===== src/rtl/ts_ci_bridge.sv =====
`default_nettype none
// ============================================================================
// Module   : ts_ci_bridge
// Purpose  : Transport-stream bridge between the internal TS datapath and the
//            Common Interface CAM MPEG-TS bus.
//            IN  : bytes from the TS proxy are queued in a FWFT FIFO and
//                  serialised onto CI_MDI under a locally divided CI_MCLKI,
//                  with CI_MISTRT marking 0x47 packet starts.
//            OUT : CI_MCLKO/CI_MDO/CI_MOSTRT/CI_MOVAL are synchronised into
//                  clk, and accepted packets are returned to the proxy as
//                  single-cycle write strobes.
// Ports    : clk, reset                      - system clock, sync active-high reset
//            ts_ci_in_d, ts_ci_wrreq         - IN byte + write strobe
//            ts_ci_almost_full               - IN FIFO count >= AFULL_LEVEL
//            CI_MDI/CI_MCLKI/CI_MISTRT/CI_MIVAL - TS bus to the CAM
//            CI_MDO/CI_MCLKO/CI_MOSTRT/CI_MOVAL - TS bus from the CAM (async)
//            ts_ci_out_d, ts_ci_out_wrreq    - OUT byte + one-cycle strobe
//            ts_ci_out_almost_full           - downstream back-pressure
// Revision : 1.0 - initial release
// ============================================================================
module ts_ci_bridge #(
    parameter int CLK_DIV     = 8,
    parameter int FIFO_DEPTH  = 32,
    parameter int AFULL_LEVEL = 24
) (
    input  logic       clk,
    input  logic       reset,
    input  logic [7:0] ts_ci_in_d,
    input  logic       ts_ci_wrreq,
    output logic       ts_ci_almost_full,
    output logic [7:0] CI_MDI,
    output logic       CI_MCLKI,
    output logic       CI_MISTRT,
    output logic       CI_MIVAL,
    input  logic [7:0] CI_MDO,
    input  logic       CI_MCLKO,
    input  logic       CI_MOSTRT,
    input  logic       CI_MOVAL,
    output logic [7:0] ts_ci_out_d,
    output logic       ts_ci_out_wrreq,
    input  logic       ts_ci_out_almost_full
);

    localparam int c_aw    = $clog2(FIFO_DEPTH);
    localparam int c_cnt_w = c_aw + 1;
    localparam int c_div_w = $clog2(CLK_DIV);

    localparam logic [c_cnt_w-1:0] c_fifo_full  = c_cnt_w'(FIFO_DEPTH);
    localparam logic [c_cnt_w-1:0] c_afull      = c_cnt_w'(AFULL_LEVEL);
    localparam logic [c_div_w-1:0] c_div_half   = c_div_w'(CLK_DIV / 2 - 1);
    localparam logic [c_div_w-1:0] c_div_last   = c_div_w'(CLK_DIV - 1);
    localparam logic [7:0]         c_sync_byte  = 8'h47;
    localparam logic [7:0]         c_pkt_last   = 8'd187;

    // OUT packet gate states
    localparam logic [0:0] S_DROP = 1'b0;
    localparam logic [0:0] S_PASS = 1'b1;

    // ------------------------------------------------------------------------
    // IN FIFO (first-word-fall-through)
    // ------------------------------------------------------------------------
    logic [7:0]         r_mem [FIFO_DEPTH];
    logic [c_aw-1:0]    r_wr_ptr;
    logic [c_aw-1:0]    r_rd_ptr;
    logic [c_cnt_w-1:0] r_count;
    logic [c_div_w-1:0] r_div_cnt;
    logic [7:0]         r_pkt_cnt;

    logic               w_slot;
    logic               w_push;
    logic               w_pop;
    logic [7:0]         w_head;
    logic [c_cnt_w-1:0] w_cnt_next;

    assign w_slot     = (r_div_cnt == c_div_last);
    assign w_push     = ts_ci_wrreq && (r_count != c_fifo_full);
    assign w_pop      = w_slot && (r_count != '0);
    assign w_head     = r_mem[r_rd_ptr];
    assign w_cnt_next = r_count + c_cnt_w'(w_push) - c_cnt_w'(w_pop);

    // Storage needs no reset: the empty count guards every read.
    always_ff @(posedge clk) begin
        if (w_push) begin
            r_mem[r_wr_ptr] <= ts_ci_in_d;
        end
    end

    always_ff @(posedge clk) begin
        if (reset) begin
            r_wr_ptr          <= '0;
            r_rd_ptr          <= '0;
            r_count           <= '0;
            ts_ci_almost_full <= 1'b0;
        end else begin
            if (w_push) begin
                r_wr_ptr <= r_wr_ptr + 1'b1;
            end
            if (w_pop) begin
                r_rd_ptr <= r_rd_ptr + 1'b1;
            end
            r_count           <= w_cnt_next;
            ts_ci_almost_full <= (w_cnt_next >= c_afull);
        end
    end

    // ------------------------------------------------------------------------
    // CI_MCLKI divider, byte slot and packet framing.
    // The slot updates together with the CI_MCLKI fall, so CI_MDI is stable
    // for half a period either side of the rising edge the CAM samples on.
    // ------------------------------------------------------------------------
    always_ff @(posedge clk) begin
        if (reset) begin
            r_div_cnt <= '0;
            r_pkt_cnt <= '0;
            CI_MCLKI  <= 1'b0;
            CI_MDI    <= '0;
            CI_MIVAL  <= 1'b0;
            CI_MISTRT <= 1'b0;
        end else begin
            if (w_slot) begin
                r_div_cnt <= '0;
                CI_MCLKI  <= 1'b0;
                if (r_count != '0) begin
                    CI_MDI   <= w_head;
                    CI_MIVAL <= 1'b1;
                    if (r_pkt_cnt == '0) begin
                        // Hunting: only a sync byte opens a packet; other
                        // bytes still go out, unmarked.
                        if (w_head == c_sync_byte) begin
                            CI_MISTRT <= 1'b1;
                            r_pkt_cnt <= 8'd1;
                        end else begin
                            CI_MISTRT <= 1'b0;
                        end
                    end else begin
                        CI_MISTRT <= 1'b0;
                        r_pkt_cnt <= (r_pkt_cnt == c_pkt_last) ? 8'd0 : r_pkt_cnt + 8'd1;
                    end
                end else begin
                    CI_MIVAL  <= 1'b0;
                    CI_MISTRT <= 1'b0;
                end
            end else begin
                r_div_cnt <= r_div_cnt + 1'b1;
                if (r_div_cnt == c_div_half) begin
                    CI_MCLKI <= 1'b1;
                end
            end
        end
    end

    // ------------------------------------------------------------------------
    // OUT path: synchronisers, edge detect and packet gate
    // ------------------------------------------------------------------------
    logic       r_clko_s1, r_clko_s2, r_clko_s3;
    logic [7:0] r_mdo_s1,  r_mdo_s2;
    logic       r_strt_s1, r_strt_s2;
    logic       r_val_s1,  r_val_s2;
    logic [0:0] r_gate;

    logic       w_rise;
    logic       w_accept;

    assign w_rise = r_clko_s2 & ~r_clko_s3;

    // A start byte is judged by the gate decision it itself makes.
    always_comb begin
        w_accept = 1'b0;
        if (w_rise && r_val_s2) begin
            if (r_strt_s2) begin
                w_accept = ~ts_ci_out_almost_full;
            end else begin
                w_accept = (r_gate == S_PASS);
            end
        end
    end

    always_ff @(posedge clk) begin
        if (reset) begin
            r_clko_s1       <= 1'b0;
            r_clko_s2       <= 1'b0;
            r_clko_s3       <= 1'b0;
            r_mdo_s1        <= '0;
            r_mdo_s2        <= '0;
            r_strt_s1       <= 1'b0;
            r_strt_s2       <= 1'b0;
            r_val_s1        <= 1'b0;
            r_val_s2        <= 1'b0;
            r_gate          <= S_DROP;
            ts_ci_out_d     <= '0;
            ts_ci_out_wrreq <= 1'b0;
        end else begin
            r_clko_s1 <= CI_MCLKO;
            r_clko_s2 <= r_clko_s1;
            r_clko_s3 <= r_clko_s2;
            r_mdo_s1  <= CI_MDO;
            r_mdo_s2  <= r_mdo_s1;
            r_strt_s1 <= CI_MOSTRT;
            r_strt_s2 <= r_strt_s1;
            r_val_s1  <= CI_MOVAL;
            r_val_s2  <= r_val_s1;

            // Back-pressure is only consulted at packet start, so a packet
            // already passing always completes.
            if (w_rise && r_val_s2 && r_strt_s2) begin
                r_gate <= ts_ci_out_almost_full ? S_DROP : S_PASS;
            end

            ts_ci_out_wrreq <= w_accept;
            if (w_accept) begin
                ts_ci_out_d <= r_mdo_s2;
            end
        end
    end

endmodule
`default_nettype wire


===== config.mk =====
export PLATFORM = sky130hd
export DESIGN_NAME = ts_ci_bridge
export DESIGN_NICKNAME = d
export VERILOG_FILES = /design/src/rtl/ts_ci_bridge.sv
export SDC_FILE = /design/constraint.sdc
export NUM_CORES = 1
export LEC_CHECK = 0
export CAP_MARGIN = 10
export CELL_PAD_IN_SITES_DETAIL_PLACEMENT = 1
export CELL_PAD_IN_SITES_GLOBAL_PLACEMENT = 1
export CORE_MARGIN = 3
export CORE_UTILIZATION = 50
export DETAILED_ROUTE_END_ITERATION = 16
export GPL_TIMING_DRIVEN = 0
export PLACE_DENSITY_LB_ADDON = 0.3
export REMOVE_ABC_BUFFERS = 1
export SLEW_MARGIN = 20
export SYNTH_ARGS = -nofsm -noshare
export SYNTH_HDL_FRONTEND = slang
export SYNTH_SLANG_ARGS = --single-unit
export TNS_END_PERCENT = 1

===== constraint.sdc =====
create_clock -name clk -period 7.7 [get_ports clk]
set_input_delay 1.54 -clock clk [delete_from_list [all_inputs] [get_ports clk]]
set_output_delay 1.54 -clock clk [all_outputs]
set_load 0.02 [all_outputs]

==> results.cfg <==
[outcome]
status = finished clean

[hold_path]
worstHoldEndpoint = r_div_cnt[0]
whs_path_depth = 1
hold_start = r_div_cnt[0]
hold_path_class = register to register

[routing]
ant_nets = 0
post_drt_wl_per_cell_um = 24.6
drt_first_iter_violations = 724
via_per_inst = 5.87
vias = 6978
drc = 0
wl_um = 29200
first_pass_iters = 5

[layout]
n_antenna_cell = 0
fill_cells = 2275
utilization_pct = 58.5
drive_gt1_share_pct = 15.0
final_nets = 874
area_growth_pct = 14.3
final_common_cell = edfxtp_1
mostFrequentLayoutCells = 256 x edfxtp_1, 74 x dfxtp_1, 70 x nor2_1

[setup_path]
critPathKind = primary input to register
start_kind = primary input
worstSetupEndpointType = register
critPathMaxFanout = 10
rrSetupSlack_ns = 4.40
r2r_cells = 13
worstReg2RegStart = r_count[3]
worst_ep_required_time_ns = 8.09
crit_arrival_ns = 4.50
r2r-end = ts_ci_almost_full

[clock_network]
clk_latency_ns = 0.51
clockBufferDepth = 3
clock_sinks = 333
clkTransAtPathRegs_ns = 0.06
cts_resized = 0
cts_setup_buffers = 0
cts_inserted_buffers = 35
cts_tree = yes
cts-root-buf = clkbuf_16
cts_hold_buf = 0
h-tree-depth = 2

[grt]
met1_usage_pct = 28.7
gr-usage-all-layers_pct = 21.2
antenna_found_initial = 1
grt.overflow.total = 0
grt_busiest_layer = met2
grtUsageMet3_pct = 3.54
grt_max_degree = 78
grt_pass1_vias = 7609
grtUsageMet2_pct = 35.2
grt_pass1_wl_um = 45400

[place]
gp_congestion = 0.831
port_buffers = 43
dpl.hpwl_um = 18400

[yosys]
syn_inst = 784
synth_edf_count = 256
yosysWarnings = 0
ys_async_sr_fraction_pct = 0
ys_ff_latch = 333
ys_types = 51
yosysSeqAreaShare_pct = 71.2
synth-main-ff-cell = edfxtp_1
avgSynthCellArea_um2 = 16.5
synthesis.area_um2 = 13000

[floorplan]
die_w_um = 167
fp.dieH_um = 167
num_rows = 58
initial_core_util_pct = 51.2
io_pins = 44
core_um2 = 25300
die-area_um2 = 27900

[timing]
maxSlewHeadroom_pct = 33.6
min_period_ns = 4.11
rsz0062_at_grt = no
max_freq_mhz = 243
finalSetupViolCount = 0
finalCritPeriodShare_pct = 53.4
drv_slew = 0
tns_ns = 0
clock_skew_ns = 0.00611
tightest_slew_ns = 0.993
hold_violations = 0

[pwr]
power_density_nw_per_um2 = 259
leakage_nw = 4.68
vdd_drop_max_mv = 0.167

[run]
maxCapViolCount = 0
-- registers in the layout, summed over array words and instances, names as in the netlist, 3 cells and up, named ones only --
name,flops
CI_MDI,8
r_mdo_s2,8
r_pkt_cnt,8
ts_ci_out_d,8
r_wr_ptr,5
r_count,6
r_rd_ptr,5
r_mem,256
r_mdo_s1,8
r_div_cnt,3
-- stage by stage --
stage / instances / power (mW) / hold slack [ns] / cell area [um2] / setup WS [ns]
global placement: 1118 / 2.27 / 0.414 / 13600 / 2.27
finish: 1188 / 3.83 / 0.431 / 14800 / 3.59
detailed placement: 1125 / 2.29 / 0.423 / 13800 / 3.03
CTS: 1188 / 3.87 / 0.431 / 14800 / 3.53
floorplan: 745 / 2.19 / 0.400 / 12800 / 3.70
global route: 1188 / 3.98 / 0.451 / 14800 / 3.39
-- worst max-delay path by stage --
| stage | from | endpoint | slack [ns] | cells past startpoint |
|---|---|---|---|---|
| 2_1_floorplan | register | r_pkt_cnt[1] | 3.70 | 6 |
| 3_3_place_gp | register | r_pkt_cnt[0] | 2.27 | 6 |
| 3_5_place_dp | ts_ci_wrreq | r_mem[24][1] | 3.03 | 4 |
| 4_1_cts | ts_ci_wrreq | r_mem[24][1] | 3.53 | 4 |
| 5_1_grt | ts_ci_wrreq | ts_ci_almost_full | 3.39 | 11 |
| 6_report | ts_ci_wrreq | ts_ci_almost_full | 3.59 | 11 |
-- cell families (layout without fill, tap and decap cells) --
group                      after synthesis  count (layout)  synth area share, %
and+or+nand+nor                        206             206                 7.92
AOI/OAI and AO/OA                       64              64                 3.30
DFF                                    333             333                 71.2
muxes                                  101             101                 13.1
buffers and inverters                   50             124                 1.81
xor gates and xnor gates                11              11                0.743
adders and majority gates               19              19                 1.89
-- critical path: stages --
cell             delay [ns]
clkdlybuf4s50_1        0.46
a21boi_1               0.67
nand2b_1               0.27
nand2_1                0.08
ha_1                   0.21
fa_1                   0.41
a21oi_1                0.17
o21bai_1               0.10
xnor2_1                0.21
nor3_1                 0.08
or2_2                  0.30
-- cell usage after synthesis, types with 2 or more instances --
cell type    n  area [um2]
edfxtp_1   256        7690
nand2b_1     6        37.5
or3_1        4        25.0
nand3b_1     4        30.0
mux4_2      46        1040
nor2b_1     29         181
buf_2        9        45.0
xor2_1       5        43.8
xnor2_1      6        52.6
and2_1       3        18.8
ha_1        18         225
nand3_1     12        60.1
nor4b_1      2        17.5
o22ai_1      8        50.1
nor2_1      70         263
nand4_1      6        37.5
mux4_1       7         184
a21oi_1     16        80.1
dfxtp_1     77        1540
a211oi_1     4        30.0
nand2_1     32         120
or2_2        2        12.5
clkbuf_1    19        71.3
nor3b_1      4        30.0
o21bai_1     2        15.0
nor4_1       3        18.8
buf_1        7        26.3
buf_6        2        22.5
and3_1       6        37.5
a22oi_1     17         128
mux2i_1     47         470
nor3_1      18        90.1
inv_1       11        41.3
o21ai_0      8        40.0
or3b_2       2        17.5
-- final cells by class --
type | instances | area (um2) | area share [%]
Multi-Input combinational cell | 401 | 3550 | 24.0
Tap cell | 330 | 413 | 2.79
Inverter | 11 | 41.3 | 0.279
Timing Repair Buffer | 50 | 488 | 3.30
Clock inverter | 14 | 68.8 | 0.465
Sequential cell | 333 | 9240 | 62.4
Clock buffer | 49 | 1010 | 6.84
-- report_power, final --
part           switching (mW)  internal (mW)  total (mW)
Sequential             0.0193           1.98        2.00
Clock                   0.668          0.918        1.59
Combinational           0.152          0.101       0.252
Total                   0.839           3.00        3.83
-- per-layer routing --
layer  vias up  wire (um)
met4         0       1000
met2       224      14300
met5         -          0
met1      3570      12400
li1       3115          -
met3        69       1560
Note: power is estimated with default switching activity, not from simulation.
